===== src/rtl/arbiter_n_to_1_request_cache_pkg.sv =====
// Shared types and constants for the N-to-1 cache request arbiter.
// Also holds the modular wrap helper used by the round-robin logic.
package arbiter_n_to_1_request_cache_pkg;

    localparam int ARBITER_MAX_REQUESTORS = 8;

    typedef struct packed {
        logic [31:0] addr;
        logic [15:0] meta;
    } MemoryPacketPayload;

    typedef struct packed {
        logic               valid;
        MemoryPacketPayload payload;
    } MemoryPacketRequest;

    typedef enum logic [1:0] {
        SETUP,
        RUN,
        STALL
    } arbiter_request_state_t;

    // Operands are always < 2*n, so a single conditional subtract is a full mod.
    function automatic int unsigned rr_wrap(input int unsigned i, input int unsigned n);
        return (i >= n) ? i - n : i;
    endfunction

endpackage


===== src/rtl/arbiter_n_to_1_request_cache_if.sv =====
// Request-side bus of the N-to-1 cache request arbiter.
// slave = arbiter side, master = requesters / cache / response-path side.
interface arbiter_n_to_1_request_cache_if
    import arbiter_n_to_1_request_cache_pkg::*;
#(
    parameter int NUM_MEMORY_REQUESTOR = 2,
    parameter int CREDIT_W             = 5
) ();

    MemoryPacketRequest [NUM_MEMORY_REQUESTOR-1:0] request_in;
    logic [NUM_MEMORY_REQUESTOR-1:0]               request_ready;
    logic                                          fifo_setup_signal;
    logic                                          downstream_prog_full;
    logic                                          response_retire;
    MemoryPacketRequest                            request_out;
    logic [CREDIT_W-1:0]                           credits_available;
    logic                                          arbiter_busy;

    modport slave (
        input  request_in,
        output request_ready,
        input  fifo_setup_signal,
        input  downstream_prog_full,
        input  response_retire,
        output request_out,
        output credits_available,
        output arbiter_busy
    );

    modport master (
        output request_in,
        input  request_ready,
        output fifo_setup_signal,
        output downstream_prog_full,
        output response_retire,
        input  request_out,
        input  credits_available,
        input  arbiter_busy
    );

endinterface


===== src/rtl/arbiter_n_to_1_request_cache_rr_encoder.sv =====
// Combinational round-robin priority encoder: first valid index at or after
// ptr (mod N) wins; returns a one-hot grant, its index and an any-valid flag.
module round_robin_priority_encoder
    import arbiter_n_to_1_request_cache_pkg::*;
#(
    parameter int N     = 2,
    parameter int IDX_W = (N > 1) ? $clog2(N) : 1
) (
    input  logic [N-1:0]     valid,
    input  logic [IDX_W-1:0] ptr,
    output logic [N-1:0]     grant,
    output logic [IDX_W-1:0] index,
    output logic             any
);

    always_comb begin
        int unsigned      j;
        logic [IDX_W-1:0] jj;
        j     = 0;
        jj    = '0;
        grant = '0;
        index = '0;
        any   = 1'b0;
        for (int k = 0; k < N; k++) begin
            j  = rr_wrap(int'(ptr) + k, N);
            jj = IDX_W'(j);
            if (!any && valid[jj]) begin
                any       = 1'b1;
                grant[jj] = 1'b1;
                index     = jj;
            end
        end
    end

endmodule


===== src/rtl/arbiter_n_to_1_request_cache.sv =====
// Round-robin N-to-1 arbiter in front of the cache request port, gated by
// setup, prog_full and (with ARBITER_REQUEST_CREDIT_EN) a response credit budget.
module arbiter_n_to_1_request_cache
    import arbiter_n_to_1_request_cache_pkg::*;
#(
    parameter int NUM_MEMORY_REQUESTOR = 2,
    parameter int FIFO_ARBITER_DEPTH   = 16,
    parameter int CREDIT_W             = $clog2(FIFO_ARBITER_DEPTH + 1)
) (
    input logic                           ap_clk,
    input logic                           ap_rst_n,
    arbiter_n_to_1_request_cache_if.slave bus
);

    localparam int N     = NUM_MEMORY_REQUESTOR;
    localparam int IDX_W = (N > 1) ? $clog2(N) : 1;

    generate
        if (N < 2 || N > ARBITER_MAX_REQUESTORS) begin : g_bad_n
            $error("NUM_MEMORY_REQUESTOR must be in 2..%0d", ARBITER_MAX_REQUESTORS);
        end
    endgenerate

    arbiter_request_state_t state, next_state;
    logic [IDX_W-1:0]       rr_ptr;
    logic [IDX_W-1:0]       grant_idx;
    logic [N-1:0]           req_valid;
    logic [N-1:0]           grant_onehot;
    logic                   grant_any;
    logic                   grant_en;
    logic                   grant_fire;
    logic                   credit_ok;
    MemoryPacketRequest     out_q;

    for (genvar i = 0; i < N; i++) begin : g_valid
        assign req_valid[i] = bus.request_in[i].valid;
    end

    round_robin_priority_encoder #(
        .N     (N),
        .IDX_W (IDX_W)
    ) u_rr_enc (
        .valid (req_valid),
        .ptr   (rr_ptr),
        .grant (grant_onehot),
        .index (grant_idx),
        .any   (grant_any)
    );

    // prog_full and setup gate in the same cycle; prog_full slack covers the
    // one request already registered on request_out.
    assign grant_en          = (state == RUN) && !bus.fifo_setup_signal &&
                               !bus.downstream_prog_full && credit_ok;
    assign bus.request_ready = grant_en ? grant_onehot : '0;
    assign grant_fire        = grant_en && grant_any;

    always_ff @(posedge ap_clk or negedge ap_rst_n) begin
        if (!ap_rst_n) state <= SETUP;
        else           state <= next_state;
    end

    always_comb begin
        next_state = state;
        case (state)
            SETUP:   if (!bus.fifo_setup_signal) next_state = RUN;
            RUN:     if (bus.downstream_prog_full || !credit_ok) next_state = STALL;
            STALL:   if (!bus.downstream_prog_full && credit_ok) next_state = RUN;
            default: next_state = SETUP;
        endcase
        if (bus.fifo_setup_signal) next_state = SETUP;
    end

    always_ff @(posedge ap_clk or negedge ap_rst_n) begin
        if (!ap_rst_n) begin
            out_q  <= '0;
            rr_ptr <= '0;
        end else begin
            out_q.valid <= grant_fire;
            if (grant_fire) begin
                out_q.payload <= bus.request_in[grant_idx].payload;
                rr_ptr        <= IDX_W'(rr_wrap(int'(grant_idx) + 1, N));
            end
        end
    end

    assign bus.request_out = out_q;

`ifdef ARBITER_REQUEST_CREDIT_EN
    logic [CREDIT_W-1:0] credits;
    logic                retire_overflow;

    // Retire in the current cycle already frees a slot for this cycle's grant.
    assign credit_ok = (credits != '0) || bus.response_retire;

    always_ff @(posedge ap_clk or negedge ap_rst_n) begin
        if (!ap_rst_n) begin
            credits         <= CREDIT_W'(FIFO_ARBITER_DEPTH);
            retire_overflow <= 1'b0;
        end else begin
            case ({grant_fire, bus.response_retire})
                2'b10: credits <= credits - 1'b1;
                2'b01: begin
                    if (credits == CREDIT_W'(FIFO_ARBITER_DEPTH)) retire_overflow <= 1'b1;
                    else                                          credits <= credits + 1'b1;
                end
                default: credits <= credits;
            endcase
        end
    end

    // Sticky: a retire with nothing outstanding means the response path lost sync.
    always_ff @(posedge ap_clk) begin
        if (ap_rst_n) assert (!retire_overflow);
    end

    assign bus.credits_available = credits;
    assign bus.arbiter_busy      = (credits != CREDIT_W'(FIFO_ARBITER_DEPTH)) || out_q.valid;
`else
    logic unused_retire;

    assign unused_retire         = bus.response_retire;
    assign credit_ok             = 1'b1;
    assign bus.credits_available = CREDIT_W'(FIFO_ARBITER_DEPTH);
    assign bus.arbiter_busy      = out_q.valid;
`endif

endmodule


===== src/flat_wrapper.sv =====
// flat-port wrapper written by rule: the top's interface ports become plain ports
module arbiter_n_to_1_request_cache_flat import arbiter_n_to_1_request_cache_pkg::*;
#(
    parameter int NUM_MEMORY_REQUESTOR = 2,
    parameter int FIFO_ARBITER_DEPTH   = 16,
    parameter int CREDIT_W             = $clog2(FIFO_ARBITER_DEPTH + 1)
)
  (ap_clk, ap_rst_n, bus_request_in, bus_request_ready, bus_fifo_setup_signal, bus_downstream_prog_full, bus_response_retire, bus_request_out, bus_credits_available, bus_arbiter_busy);
  arbiter_n_to_1_request_cache_if #(.NUM_MEMORY_REQUESTOR(NUM_MEMORY_REQUESTOR), .CREDIT_W(CREDIT_W)) bus_i ();
  input logic ap_clk;
  input logic ap_rst_n;
  input wire logic [$bits(bus_i.request_in)-1:0] bus_request_in;
  output wire logic [$bits(bus_i.request_ready)-1:0] bus_request_ready;
  input wire logic [$bits(bus_i.fifo_setup_signal)-1:0] bus_fifo_setup_signal;
  input wire logic [$bits(bus_i.downstream_prog_full)-1:0] bus_downstream_prog_full;
  input wire logic [$bits(bus_i.response_retire)-1:0] bus_response_retire;
  output wire logic [$bits(bus_i.request_out)-1:0] bus_request_out;
  output wire logic [$bits(bus_i.credits_available)-1:0] bus_credits_available;
  output wire logic [$bits(bus_i.arbiter_busy)-1:0] bus_arbiter_busy;
  assign bus_i.request_in = bus_request_in;
  assign bus_request_ready = bus_i.request_ready;
  assign bus_i.fifo_setup_signal = bus_fifo_setup_signal;
  assign bus_i.downstream_prog_full = bus_downstream_prog_full;
  assign bus_i.response_retire = bus_response_retire;
  assign bus_request_out = bus_i.request_out;
  assign bus_credits_available = bus_i.credits_available;
  assign bus_arbiter_busy = bus_i.arbiter_busy;
  arbiter_n_to_1_request_cache #(.NUM_MEMORY_REQUESTOR(NUM_MEMORY_REQUESTOR), .FIFO_ARBITER_DEPTH(FIFO_ARBITER_DEPTH), .CREDIT_W(CREDIT_W)) u_core (.ap_clk(ap_clk), .ap_rst_n(ap_rst_n), .bus(bus_i));
endmodule

===== config.mk =====
export PLATFORM = sky130hd
export DESIGN_NAME = arbiter_n_to_1_request_cache_flat
export DESIGN_NICKNAME = d
export VERILOG_FILES = /design/src/rtl/arbiter_n_to_1_request_cache_pkg.sv /design/src/rtl/arbiter_n_to_1_request_cache_if.sv /design/src/rtl/arbiter_n_to_1_request_cache_rr_encoder.sv /design/src/rtl/arbiter_n_to_1_request_cache.sv /design/src/flat_wrapper.sv
export SDC_FILE = /design/constraint.sdc
export NUM_CORES = 1
export LEC_CHECK = 0
export CORE_ASPECT_RATIO = 0.75
export CORE_UTILIZATION = 39
export CTS_BUF_LIST = sky130_fd_sc_hd__clkbuf_8
export CTS_CLUSTER_SIZE = 10
export DETAILED_ROUTE_END_ITERATION = 10
export PLACE_DENSITY = 0.94
export SYNTH_ARGS = -nofsm -noshare
export SYNTH_HDL_FRONTEND = slang
export SYNTH_HIERARCHICAL = 1
export SYNTH_SLANG_ARGS = --single-unit

===== constraint.sdc =====
create_clock -name ap_clk -period 1.7 [get_ports ap_clk]
set_clock_uncertainty 0.05 [all_clocks]
set_input_delay 0.34 -clock ap_clk [delete_from_list [all_inputs] [get_ports ap_clk]]
set_output_delay 0.34 -clock ap_clk [all_outputs]
set_load 0.1 [all_outputs]

# After elaboration in Yosys (flattened, before gate mapping)
# Index checks and enable logic that the tools add are counted.
# totals
ff_bits,52
in_bits,103
# classes
bitwise,1
magnitude_cmp,8
muxes,24
reduce_logical,11
n_addsub,5
n_eq_ne,4
# ops
cell,n
48-bit 2-to-1 mux,2
1-bit 2-to-1 mux,13
2-bit 2-to-1 mux,6
1-bit logical AND,6
1-bit by 2-bit < comparator with 1-bit output (second input constant),3
3-bit inequality test (second input constant),2
2-bit case mux with 3 select lines,1
1-bit by 1-bit adder with 2-bit output (second input constant),2
2-bit >= comparator (second input constant),2
1-bit zero test,3
1-bit subtractor (second input constant),3
1-bit demux with 1-bit select,2
2-bit by 1-bit == test with 1-bit output (second input constant),1
2-bit == test (second input constant),1
1-bit >= comparator (second input constant),2
1-bit by 2-bit >= comparator with 1-bit output (second input constant),1
2-bit zero test,1
2-bit bitwise OR,1
2-bit AND reduction,1

# Logic depth before layout (Yosys ltp)
# Gate-level depths: netlist (run 1).
# logic_depth
word_depth,11
depth_mapped,7
mapped_depth_nobuf,4

# By module
# The synthesis (run 1) kept the hierarchy.
# modules_own_cells
mod,seq_area_each_um2,instances,cells_per_inst,area_each_um2
arbiter_n_to_1_request_cache,1301.2,1,243,2630.0
round_robin_priority_encoder,0.0,1,5,32.5

# Worst setup path before layout (run 1)
# No wires, ideal clock.
# synth_timing
path_kind,reg-to-output
startpoint,reg u_core.state[1]
endpoint,out bus_request_ready[0]
t_arrival_ps,1775
setup_slack_ps,-465
stages_incl_launch_ff,5
n_path_buf,2
cell_sequence,dfrtp_1 nor4b_2 buf_4 buf_2 and2_1
# synth_via
elab_chain_len,4
# synth_rtl
item,line_no,rtl
"start, declared",arbiter_n_to_1_request_cache.sv:24,"arbiter_request_state_t state, next_state;"
"start signal, assigned",arbiter_n_to_1_request_cache.sv:59,else state <= next_state;
2-bit by 1-bit == test with 1-bit output,arbiter_n_to_1_request_cache.sv:52,assign grant_en = (state == RUN) && !bus.fifo_setup_signal &&
1-bit logical AND (2 in a row),arbiter_n_to_1_request_cache.sv:52,
2-bit 2-to-1 mux,arbiter_n_to_1_request_cache.sv:54,assign bus.request_ready = grant_en ? grant_onehot : '0;
"end, declared",flat_wrapper.sv:13,output wire logic [$bits(bus_i.request_ready)-1:0] bus_request_ready;
# No other way between the ends.

# Final worst setup path (run 1)
# Ends and elaborated chain as after synthesis.

==> results of run 1 <==
## final timing paths
check	from	end	depth (start not counted)
max in group asynchronous	ap_rst_n	u_core/bus.request_out[13]	3
setup / recovery	u_core/state[1]	bus_request_ready[0]	4
setup reg to reg	u_core/state[1]	u_core/bus.request_out[4]	4
hold / removal	bus_fifo_setup_signal	u_core/state[0]	3
hold reg to reg	u_core/rr_ptr	u_core/rr_ptr	2
min in group asynchronous	ap_rst_n	u_core/bus.request_out[10]	3
## flip-flops by register name, summed over array words and instances (netlist names)
signal / flops
u_core/state: 2
u_core/bus.request_out: 48
u_core/bus.arbiter_busy: 1
u_core/rr_ptr: 1
## logic make-up after synthesis
group,count (synthesis),synth area share
AOI/OAI and AO/OA,99,0.211
muxes,49,0.184
DFF,52,0.489
other,2,0.00282
buffers and inverters,37,0.0865
xor gates and xnor gates,1,0.00329
adders and majority gates,1,0.00376
and+or+nand+nor,7,0.0193
## metrics by stage
step	cell area (sq um)	setup slack, ns
CTS	4860	-0.251
finish	4860	-0.175
global placement	4750	-0.374
global route	4860	-0.234
floorplan	2690	0.0254
detailed placement	4750	-0.460
## power breakdown
| group | total, mW | leakage [nW] | switching, mW | internal, mW |
|---|---|---|---|---|
| clock network | 0.635 | 0.0452 | 0.361 | 0.275 |
| registers | 1.97 | 0.583 | 0.387 | 1.58 |
| logic | 4.98 | 1.46 | 3.17 | 1.81 |
## repair_timing
| action | in CTS | in global routing |
|---|---|---|
| gates resized for setup | 3 | 0 |
| setup endpoints to repair | 34 | 34 |
| hold buffers | 1 | 0 |
| pin swaps | 1 | 1 |
| endpoints found under the hold margin | 52 | 0 |
| buffers inserted | 2 | 0 |
## tightest hold or removal path, cell delays in order
cell           delay, ns
dlygate4sd2_1       0.25
buf_4               0.13
nor2_1              0.03
## routing by layer
layer | vias up | wire, um | global-route usage
li1 | 1194 | - | -
met1 | 1201 | 2990 | 0.249
met2 | 107 | 4250 | 0.424
met3 | 10 | 636 | 0.0695
met4 | 0 | 104 | 0.0637
met5 | - | 0 | 0
## final cells by class
cell class / instances / share of cell area
Timing Repair Buffer: 166 / 0.452
Sequential cell: 52 / 0.268
Multi-Input combinational cell: 162 / 0.240
Tap cell: 81 / 0.0209
Clock buffer: 5 / 0.0142
Inverter: 3 / 0.00232
Clock inverter: 2 / 0.00180
## cells in the final DEF (no fill, tap or decap), types with 2 or more instances in the layout
| cell type | Yosys | layout |
|---|---|---|
| buf_12 | 0 | 56 |
| clkdlybuf4s50_1 | 0 | 98 |
| and2_4 | 0 | 2 |
| inv_1 | 3 | 4 |
| a31oi_1 | 48 | 48 |
| mux2i_1 | 49 | 49 |
| dfrtp_1 | 52 | 51 |
| a21boi_0 | 3 | 2 |
| dlygate4sd2_1 | 0 | 2 |
| conb_1 | 2 | 5 |
| buf_4 | 9 | 7 |
| clkbuf_8 | 0 | 5 |
| a21oi_1 | 48 | 48 |
==> results.yml, run 1 <==
outcome:
  status: "finished, violations left"
  violations: "setup timing"
setup_path:
  crit_arrival_ns: 1.49
  worst-path-max-fanout: 3
  cp_num_buf_inv: 2
  slowest_stage: "dfrtp_1"
  crit_family: "simple AND/OR/NAND/NOR gates"
  critPathLaunchType: "register"
  required_ns: 1.31
  path_cells: "nor4b_4 -> buf_4 -> and2_4 -> buf_12"
  cp-end-kind: "output port"
  slowest_delay_ns: 0.41
  crit_type: "reg2out"
  reg2reg_slack_ns: 0
cells_and_area:
  diodes: 0
  fillCellCount: 433
  fin_nets: 493
  utilization: 0.754
  syn2layout_area_growth_pct: 82.5
  multi_input_area_sq_um: 1170
  seq_area_sq_um: 1300
  drive_gt1_frac: 0.200
  fin_cells: 471
sta:
  rsz0062_at_grt: "yes"
  whs_ns: 0.448
  tightest_slew_ns: 0.529
  setup_tns_ns: -0.388
  setup_viol: 4
  slew_headroom: 0.647
  post-route-min-period_ns: 1.88
  period_share: 1.10
  slew_violations: 0
  setup_slack_ns: -0.175
  hold_violations: 0
  fmax_ghz: 0.533
synth:
  ys_top_cells_by_count: "52 x dfrtp_1, 49 x mux2i_1, 48 x a21oi_1, 48 x a31oi_1, 10 x buf_2"
  synth_cell_types: 19
  synth_ff_type: "dfrtp_1"
  synth.most_common_cell: "dfrtp_1"
  async_flop_share: 1.00
  netlist.area_leader.share: 0.489
  synthTopCellsByArea: "dfrtp_1 49%, mux2i_1 18%, a31oi_1 11%, a21oi_1 9.0%, buf_4 2.5%"
  synth_edf_count: 0
  yosysWarningCount: 6
  synth_area_sq_um: 2660
  synth_largest_area_cell: "dfrtp_1"
  yosysSeqAreaShare: 0.489
  avgSynthCellArea_sq_um: 10.7
  synth-seq-cells: 52
  syn_inst: 248
global_routing:
  first_global_vias: 2553
  grt_max_degree: 57
  grt_usage: 0.225
  grt_pass1_wl_um: 12600
  antenna_found_initial: 0
  grt-ovfl-total: 0
clock_network:
  cts_inserted_buffers: 5
  clk_pin_slew_worst_paths_ns: 0.09
  clock_path_buffers: 2
  cts_tree: "done"
  cts-root-buf: "clkbuf_8"
  clkLatencyLatePin_ns: 0.29
  cts_sinks: 52
  ctsHtreeMaxLevel: 2
drt:
  drtIter0Drc: 71
  route.detailed.drc: 0
  dr_total_vias: 2512
  routed_wl_um: 7990
  routedWlPerCell_um: 17.0
  avgViaCountPerCell: 5.33
  drt_pass1_iterations: 4
  ant_nets: 0
die:
  initial_core_util: 0.413
  dieArea_sq_um: 7160
  die_width_um: 97.4
  pin_count: 160
  die_h_um: 73.6
  rows: 25
  core_sq_um: 6440
pwr:
  p_per_area_nw_per_um2: 1560
  p_total_mw: 7.58
  p_leak_nw: 2.09
  peakVddDrop_v: 0.000972
placed_design:
  dp.cells: 461
  io_buffers: 153
  gp_congestion: 0.704
  post-dp-hpwl_um: 6180
worst_hold_path:
  hp-class: "in2reg"
job:
  drv_cap: 0
(Power assumes the default switching activity.)
==> run 2, diff against run 1 <==
--- a/config.mk
+++ b/config.mk
@@ -15,3 +15,4 @@
 export SYNTH_HDL_FRONTEND = slang
 export SYNTH_HIERARCHICAL = 1
 export SYNTH_SLANG_ARGS = --single-unit
+export TNS_END_PERCENT = 10
==> results.yml, run 2 (synthesis results as in run 1) <==
outcome:
  status: "finished, violations left"
  violations: "setup timing"
sta:
  hold_violations: 0
  post-route-min-period_ns: 1.86
  whs_ns: 0.471
  rsz0062_at_grt: "yes"
  fmax_ghz: 0.536
  slew_violations: 0
  setup_tns_ns: -0.318
  period_share: 1.10
  setup_slack_ns: -0.164
  setup_viol: 2
placed_design:
  gp_congestion: 0.722
  io_buffers: 153
  dpl-instance-area_sq_um: 4830
  post-dp-hpwl_um: 5930
drt:
  dr_total_vias: 2537
  routed_wl_um: 7670
  drt_pass1_iterations: 4
  route.detailed.drc: 0
  routedWlPerCell_um: 16.1
  avgViaCountPerCell: 5.32
  ant_nets: 0
  drtIter0Drc: 87
setup_path:
  r2r-end: "u_core/bus.request_out[9]"
  reg2reg_from: "u_core/state[1]"
  cp-end-kind: "output port"
  r2r_cells: 7
  crit_arrival_ns: 1.47
  crit_type: "reg2out"
  critPathLaunchType: "register"
  reg2reg_slack_ns: 0.02
  required_ns: 1.31
  worst-path-max-fanout: 3
die:
  initial_core_util: 0.413
  die_h_um: 73.6
  pin_count: 160
  rows: 25
  core_sq_um: 6440
  dieArea_sq_um: 7160
  die_width_um: 97.4
pwr:
  peakVddDrop_v: 0.000888
  p_total_mw: 7.77
  p_leak_nw: 2.15
  p_per_area_nw_per_um2: 1560
worst_hold_path:
  min_path_cells: 3
  hold_path_startpoint: "bus_fifo_setup_signal"
  hp-class: "in2reg"
  hold_end: "u_core/state[0]"
global_routing:
  antenna_found_initial: 0
  first_global_vias: 2485
  grt_pass1_wl_um: 11900
  grt-ovfl-total: 0
  grt_max_degree: 53
  grt_usage: 0.210
clock_network:
  clock_path_buffers: 2
  clk_pin_slew_worst_paths_ns: 0.09
  ctsHtreeMaxLevel: 2
  clkLatencyLatePin_ns: 0.29
  cts-root-buf: "clkbuf_8"
  cts_tree: "done"
  cts_sinks: 52
  cts_inserted_buffers: 5
cells_and_area:
  diodes: 0
  fin_nets: 499
  syn2layout_area_growth_pct: 87.4
  layout_common_cells: "98 x clkdlybuf4s50_1, 59 x buf_12, 51 x dfrtp_1"
  largest_reg_flops: 48
  final_common_cell: "clkdlybuf4s50_1"
  drive_gt1_frac: 0.212
  final_area_sq_um: 4990
  utilization: 0.774
job:
  drv_cap: 0
## run 2: cell types whose count changed in the layout (fill, tap and decap cells not counted)
| cell | before | now |
|---|---|---|
| buf_4 | 7 | 9 |
| buf_12 | 56 | 59 |
| bufinv_16 | 0 | 1 |
| a21boi_1 | 0 | 1 |
| buf_16 | 0 | 1 |
| a21boi_0 | 2 | 1 |
| buf_8 | 0 | 1 |
| buf_6 | 1 | 0 |
| clkinv_2 | 1 | 0 |
## run 2: how the worst max path moves through the flow
stage | from | end | slack, ns | depth (start not counted)
floorplan | u_core/state[1] | bus_request_ready[0] | -0.001 | 4
global placement | bus_fifo_setup_signal | bus_request_ready[0] | -0.30 | 5
detailed placement | bus_fifo_setup_signal | bus_request_ready[1] | -0.34 | 5
CTS | u_core/state[1] | bus_request_ready[1] | -0.20 | 4
global route | u_core/state[1] | bus_request_ready[1] | -0.23 | 4
finish | u_core/state[1] | bus_request_ready[1] | -0.16 | 4
## run 2: report_power, final
part,internal (mW),leakage [nW],switching (mW),total [mW]
logic,1.84,1.51,3.17,5.02
clock network,0.426,0.0554,0.372,0.798
registers,1.58,0.583,0.381,1.96
## run 2: timing repair
item                       CTS  global route
gates resized for setup      2             4
pin swaps                    1             1
hold endpoints to repair     1             0
setup endpoints to repair    3            23
hold buffers                 1             0
setup buffers                3             1
## run 2: worst max-delay path, stage by stage (launching register included)
cell and delay [ns]:
dfrtp_1 0.42, nor4b_4 0.25, buf_4 0.19, and2_4 0.16, buf_12 0.17
## run 2: layout make-up
| type | instances | area (sq um) |
|---|---|---|
| clock inverter | 2 | 33.8 |
| clock buffer | 5 | 68.8 |
| sequential | 52 | 1300 |
| inverter | 3 | 11.3 |
| multi-input combinational | 162 | 1170 |
| tap | 81 | 101 |
| fill | 416 | 1450 |
| timing repair buffer | 172 | 2300 |
## run 2: metal layers
layer	global-route usage	vias up	routed length, um	part of all wire
met2	0.390	109	4000	0.52
li1	-	1208	-	-
met3	0.0666	6	608	0.079
met1	0.241	1214	3010	0.39
met4	0.0474	0	55	0.0072
met5	0	-	0	0
## run 2: per-stage QoR
step	setup WS [ns]	std cells
2_1_floorplan	-0.00111	251
3_3_place_gp	-0.297	465
3_5_place_dp	-0.340	465
4_1_cts	-0.204	476
5_1_grt	-0.233	477
6_report	-0.164	477
